--- src/rtl/qft3_prob_readout_pkg.sv ---
// Shared widths and FSM encoding for the QFT probability readout block.
// TOTAL_WIDTH is the pipeline-wide amplitude width; defaulted here if the build does not set it.
`ifndef TOTAL_WIDTH
`define TOTAL_WIDTH 16
`endif

package qft3_prob_readout_pkg;
    localparam int TOTAL_W = `TOTAL_WIDTH;
    localparam int PROB_W  = 2 * TOTAL_W;
    localparam int SUM_W   = 2 * TOTAL_W + 3;
    localparam int IDX_W   = 3;
    localparam int N_BASIS = 8;

    typedef enum logic [1:0] {
        ST_IDLE   = 2'd0,
        ST_CALC   = 2'd1,
        ST_STREAM = 2'd2
    } state_t;
endpackage

--- src/rtl/complex_mag_sq.sv ---
// Combinational |z|^2 = re^2 + im^2 for signed W-bit components, unsigned PW-bit result.
module complex_mag_sq
    import qft3_prob_readout_pkg::*;
#(
    parameter int W  = TOTAL_W,
    parameter int PW = 2 * W
)(
    input  logic signed [W-1:0]  i_re,
    input  logic signed [W-1:0]  i_im,
    output logic        [PW-1:0] o_mag
);
    logic signed [2*W-1:0] w_re_ext;
    logic signed [2*W-1:0] w_im_ext;
    logic signed [2*W-1:0] w_re_sq;
    logic signed [2*W-1:0] w_im_sq;

    // Sign-extend before squaring so the product is computed at full precision.
    assign w_re_ext = {{W{i_re[W-1]}}, i_re};
    assign w_im_ext = {{W{i_im[W-1]}}, i_im};
    assign w_re_sq  = w_re_ext * w_re_ext;
    assign w_im_sq  = w_im_ext * w_im_ext;
    assign o_mag    = PW'($unsigned(w_re_sq)) + PW'($unsigned(w_im_sq));
endmodule

--- src/rtl/qft3_prob_readout.sv ---
// Captures an 8-amplitude state vector, computes per-basis probabilities with one shared
// squarer, tracks argmax/total power, then streams the probabilities out with backpressure.
module qft3_prob_readout
    import qft3_prob_readout_pkg::*;
#(
    parameter int W  = TOTAL_W,
    parameter int PW = 2 * W,
    parameter int SW = 2 * W + 3
)(
    input  logic                clk,
    input  logic                rst_n,
    input  logic                in_valid,
    output logic                in_ready,
    input  logic [8*W-1:0]      state_r,
    input  logic [8*W-1:0]      state_i,
    output logic                out_valid,
    input  logic                out_ready,
    output logic [IDX_W-1:0]    out_idx,
    output logic [PW-1:0]       out_prob,
    output logic                out_last,
    output logic                summary_valid,
    output logic [IDX_W-1:0]    argmax_idx,
    output logic [SW-1:0]       total_power,
    output logic                busy
);
    state_t                 r_state;
    state_t                 w_state_nxt;
    logic signed [W-1:0]    r_cap_re [N_BASIS];
    logic signed [W-1:0]    r_cap_im [N_BASIS];
    logic [PW-1:0]          r_prob   [N_BASIS];
    logic [IDX_W-1:0]       r_k;
    logic [IDX_W-1:0]       r_ptr;
    logic [IDX_W-1:0]       r_amax_work;
    logic [IDX_W-1:0]       r_argmax;
    logic [PW-1:0]          r_max;
    logic [PW-1:0]          r_out_prob;
    logic [SW-1:0]          r_sum;
    logic [SW-1:0]          r_total;
    logic                   r_in_ready;
    logic                   r_out_valid;
    logic                   r_summary_valid;
    logic                   r_busy;
    logic [PW-1:0]          w_mag;
    logic                   w_upd;
    logic                   w_calc_done;
    logic                   w_stream_done;

    complex_mag_sq #(.W(W), .PW(PW)) u_mag (
        .i_re  (r_cap_re[r_k]),
        .i_im  (r_cap_im[r_k]),
        .o_mag (w_mag)
    );

    // Strictly-greater compare keeps the lowest index on ties.
    assign w_upd         = (r_k == 3'd0) || (w_mag > r_max);
    assign w_calc_done   = (r_k == 3'd7);
    assign w_stream_done = r_out_valid && out_ready && (r_ptr == 3'd7);

    // State register.
    always_ff @(posedge clk or negedge rst_n) begin
        if (!rst_n) begin
            r_state <= ST_IDLE;
        end else begin
            r_state <= w_state_nxt;
        end
    end

    // Next-state decode: IDLE -> CALC -> STREAM -> IDLE.
    always_comb begin
        w_state_nxt = r_state;
        case (r_state)
            ST_IDLE: begin
                if (in_valid) w_state_nxt = ST_CALC;
                else          w_state_nxt = ST_IDLE;
            end
            ST_CALC: begin
                if (w_calc_done) w_state_nxt = ST_STREAM;
                else             w_state_nxt = ST_CALC;
            end
            ST_STREAM: begin
                if (w_stream_done) w_state_nxt = ST_IDLE;
                else               w_state_nxt = ST_STREAM;
            end
            default: w_state_nxt = ST_IDLE;
        endcase
    end

    // Datapath: capture, per-index magnitude accumulation, and registered stream outputs.
    always_ff @(posedge clk or negedge rst_n) begin
        if (!rst_n) begin
            for (int k = 0; k < N_BASIS; k++) begin
                r_cap_re[k] <= '0;
                r_cap_im[k] <= '0;
                r_prob[k]   <= '0;
            end
            r_k             <= 3'd0;
            r_ptr           <= 3'd0;
            r_amax_work     <= 3'd0;
            r_argmax        <= 3'd0;
            r_max           <= '0;
            r_out_prob      <= '0;
            r_sum           <= '0;
            r_total         <= '0;
            r_in_ready      <= 1'b1;
            r_out_valid     <= 1'b0;
            r_summary_valid <= 1'b0;
            r_busy          <= 1'b0;
        end else begin
            r_summary_valid <= 1'b0;
            case (r_state)
                ST_IDLE: begin
                    if (in_valid) begin
                        for (int k = 0; k < N_BASIS; k++) begin
                            r_cap_re[k] <= $signed(state_r[k*W +: W]);
                            r_cap_im[k] <= $signed(state_i[k*W +: W]);
                        end
                        r_k        <= 3'd0;
                        r_sum      <= '0;
                        r_in_ready <= 1'b0;
                        r_busy     <= 1'b1;
                    end
                end
                ST_CALC: begin
                    r_prob[r_k] <= w_mag;
                    r_sum       <= r_sum + SW'(w_mag);
                    r_k         <= r_k + 3'd1;
                    if (w_upd) begin
                        r_max       <= w_mag;
                        r_amax_work <= r_k;
                    end
                    // Last index: publish summary and present beat 0 (prob[0] was stored at k=0).
                    if (w_calc_done) begin
                        r_argmax        <= w_upd ? r_k : r_amax_work;
                        r_total         <= r_sum + SW'(w_mag);
                        r_summary_valid <= 1'b1;
                        r_out_valid     <= 1'b1;
                        r_ptr           <= 3'd0;
                        r_out_prob      <= r_prob[0];
                    end
                end
                ST_STREAM: begin
                    if (r_out_valid && out_ready) begin
                        if (r_ptr == 3'd7) begin
                            r_out_valid <= 1'b0;
                            r_out_prob  <= '0;
                            r_ptr       <= 3'd0;
                            r_in_ready  <= 1'b1;
                            r_busy      <= 1'b0;
                        end else begin
                            r_ptr      <= r_ptr + 3'd1;
                            r_out_prob <= r_prob[r_ptr + 3'd1];
                        end
                    end
                end
                default: begin
                    r_out_valid <= 1'b0;
                    r_in_ready  <= 1'b1;
                    r_busy      <= 1'b0;
                end
            endcase
        end
    end

    assign in_ready      = r_in_ready;
    assign out_valid     = r_out_valid;
    assign out_idx       = r_ptr;
    assign out_prob      = r_out_prob;
    assign out_last      = r_out_valid && (r_ptr == 3'd7);
    assign summary_valid = r_summary_valid;
    assign argmax_idx    = r_argmax;
    assign total_power   = r_total;
    assign busy          = r_busy;
endmodule
--- config.mk ---
export PLATFORM = sky130hd
export DESIGN_NAME = qft3_prob_readout
export DESIGN_NICKNAME = d
export VERILOG_FILES = /design/src/rtl/qft3_prob_readout_pkg.sv /design/src/rtl/complex_mag_sq.sv /design/src/rtl/qft3_prob_readout.sv
export SDC_FILE = /design/constraint.sdc
export NUM_CORES = 2
export LEC_CHECK = 0
export CELL_PAD_IN_SITES_DETAIL_PLACEMENT = 1
export CELL_PAD_IN_SITES_GLOBAL_PLACEMENT = 2
export CORE_MARGIN = 5
export CORE_UTILIZATION = 41
export DETAILED_ROUTE_END_ITERATION = 12
export PLACE_DENSITY = 0.83
export REMOVE_ABC_BUFFERS = 1
export SYNTH_ARGS = -nofsm -noshare
export SYNTH_HDL_FRONTEND = slang
export SYNTH_SLANG_ARGS = --single-unit
--- constraint.sdc ---
create_clock -name clk -period 14.55 [get_ports clk]
set_clock_uncertainty 0.05 [all_clocks]
set_input_delay 2.1825 -clock clk [delete_from_list [all_inputs] [get_ports clk]]
set_output_delay 2.1825 -clock clk [all_outputs]
set_load 0.005 [all_outputs]
==> results.sh <==
export IMPL_cts_root_buf="clkbuf_16"
export IMPL_n_fill_cell=12610
export IMPL_synth_area_mm2=0.04842
export IMPL_cts_made_buffers=77
export IMPL_cpLargestDelayFamily="adder cells"
export IMPL_grt_max_degree=178
export IMPL_die_y_um=353.7
export IMPL_synth_cell_types=80
export IMPL_finalWirelength_mm=141.7
export IMPL_cp_arrival_ns=13.83
export IMPL_fmax_mhz=75.25
export IMPL_synth_largest_area_cell="dfrtp_1"
export IMPL_post_route_cell_area_mm2=0.05613
export IMPL_htree_levels=3
export IMPL_ys_seq_elements=664
export IMPL_status="complete, no violations"
export IMPL_dieArea_mm2=0.1251
export IMPL_nNetsFinal=5597
export IMPL_synthTopCellsByArea="dfrtp_1, fa_1, mux2_2"
export IMPL_stdcell_count=6194
export IMPL_io_buffers=337
export IMPL_syn_to_final_growth_pct=15.91
export IMPL_post_route_util_pct=47.72
export IMPL_min_period_ns=13.29
export IMPL_grt_pass1_wl_mm=223.5
export IMPL_wire_per_inst_um=22.87
export IMPL_finalHoldViolCount=0
export IMPL_ctsHoldBuffers=0
export IMPL_crit_slowest_cell="mux2i_1"
export IMPL_dp_slack_ns=1.317
export IMPL_syn_area_per_cell_um2=11.28
export IMPL_crit_top_cell="fa_1"
export IMPL_start_util_pct=41.17
export IMPL_design_core_area_mm2=0.1176
export IMPL_clk_path_buf_depth=3
export IMPL_io_pins=338
export IMPL_rsz0062_at_grt="false"
export IMPL_critPathMaxStageDelay_ns=0.99
export IMPL_startpoint_type="flip-flop"
export IMPL_num_rows=126
export IMPL_async_flop_share_pct=100.0
export IMPL_placed_cell_area_mm2=0.05365
export IMPL_cts_sinks=664
export IMPL_synthTopCellsByCount="inv_1, dfrtp_1, fa_1"
export IMPL_cts_resized=0
export IMPL_synthFlopType="dfrtp_1"
export IMPL_gp_congestion=0.9441
export IMPL_die_w_um=353.7
export IMPL_routed_via_density=5.281
export IMPL_grt_ovfl_total=0
export IMPL_required_ns=15.09
export IMPL_antenna_found_initial=8
export IMPL_clk_latency_ns=0.67
export IMPL_post_cts_buffers=0
export IMPL_tightest_slew_ns=1.293
export IMPL_post_dp_hpwl_mm=107.5
export IMPL_vias=32710
export IMPL_setup_viol=0
export IMPL_drc=0
export IMPL_synth_seq_area_share_pct=34.32
export IMPL_min_path_type="flip-flop to flip-flop"
export IMPL_path_class="flip-flop to flip-flop"
export IMPL_drive_gt1_share_pct=16.65
export IMPL_synth_edf_count=0
export IMPL_cp_max_fo=40
export IMPL_initialDrtViolationCount=1700
export IMPL_tritoncts="yes"
export IMPL_synth_most_common_cell="inv_1"
export IMPL_fin_crit_sh_pct=91.34
export IMPL_drv_cap=0
export IMPL_firstDrtPassIters=7
export IMPL_finalWorstSetupSlack_ns=1.260
export IMPL_slew_violations=0
export IMPL_relSlewSlack_pct=11.32
export IMPL_placed_cells=6056
export IMPL_cp_end_kind="flip-flop"
export IMPL_synthCells=4294
export IMPL_grt_pass1_vias=37230
export IMPL_grtUsageTotal_pct=22.93
export IMPL_drt_antenna_violating_nets=0
export IMPL_clk_pin_slew_worst_paths_ns=0.06
export IMPL_yosysWarnings=0
export IMPL_synth_top_cell_area_share_pct=34.26
export IMPL_crit_buf_inv=8
==> final cells by class <==
type                       instances  area (µm²)  share of cell area, %
clock buffer                     117        2227                  3.968
inverter                         736        2763                  4.922
clock inverter                    18       242.7                 0.4325
tap                             1536        1922                  3.424
multi-input combinational       2717       28420                  50.64
sequential                       664       16630                  29.63
timing repair buffer             403        3911                  6.968
antenna                            3       7.507                0.01338
==> registers in the layout (all words and copies together) (netlist names) <==
name and cells:
r_state 2, r_k 3, argmax_idx 3, r_amax_work 3, total_power 35, out_idx 3
r_sum 35, in_ready 1, out_prob 32, out_valid 1, r_max 32, r_cap_re 128
r_cap_im 128, summary_valid 1, r_prob 256, busy 1
==> cells in the final DEF, fill, tap and decap left out, types with 5 or more instances in the layout <==
cell and count:
nand2_1 403, o21a_1 15, or2_2 7, o211ai_1 7, a221oi_1 33, or3_1 7
nand2b_1 12, and2_1 6, a21o_1 39, o22ai_1 31, inv_1 720, nand3_1 29
mux4_2 128, fa_1 521, nor2_1 274, nor3_1 15, or4_1 11, clkinv_2 7
buf_4 63, mux2i_1 28, clkinv_1 15, mux2_2 416, a211oi_1 6, ha_1 216
clkbuf_1 25, dfrtp_1 659, a31oi_1 10, xnor2_1 52, clkdlybuf4s50_1 336, clkbuf_16 77
and3_1 9, o21bai_1 9, clkinv_16 5, nor2b_1 14, xor2_1 31, mux2i_2 7
clkbuf_8 15, o21ai_0 231, a21oi_1 56, nand4_1 15
==> worst paths after layout <==
| path | startpoint | end | slack [ns] | cells after the start |
|---|---|---|---|---|
| worst max-delay path | r_k[0] | r_max[14] | 1.26 | 35 |
| worst min-delay path | in_ready | in_ready | 0.42 | 2 |
| worst max register to register | r_k[0] | r_max[14] | 1.26 | 35 |
| worst min register to register | in_ready | in_ready | 0.42 | 2 |
| max in group asynchronous | rst_n | r_cap_im[91] | 9.83 | 4 |
| min in group asynchronous | rst_n | r_prob[69] | 1.57 | 1 |
==> worst min-delay path: cells and delay by family, from the launching register on <==
| kind | cells | cell delay, ns |
|---|---|---|
| buffers and inverters | 1 | 0.04 |
| AOI/OAI and AO/OA | 1 | 0.05 |
| DFF | 1 | 0.37 |
==> routing by layer <==
metal	part of all wire, %	GRT usage, %	wire length, µm	up-vias
li1	-	-	-	14630
met1	44	31.16	62210	17270
met2	49	38.62	69200	638
met3	4.8	3.884	6826	163
met4	2.4	5.556	3352	12
met5	0.054	0	77	-
==> per-stage QoR <==
step	TNS, ns	hold WS, ns
after floorplan	-2933.81	0.3946
final	0	0.4195
after detailed placement	0	0.4109
after global placement	0	0.4045
after global routing	0	0.4449
after CTS	0	0.4204
==> cells by family after synthesis <==
family          count (synthesis)  share of synthesized area [%]
xor+xnor                       84                          1.535
compound gates                484                          6.220
simple gates                  831                          7.168
mux                           580                          16.41
buf+inv                       913                          7.209
flops                         664                          34.32
fa+ha+maj                     738                          27.15
Power is not shown: default switching activity piles up to over one toggle a cycle in this logic, so the estimate is an artifact.
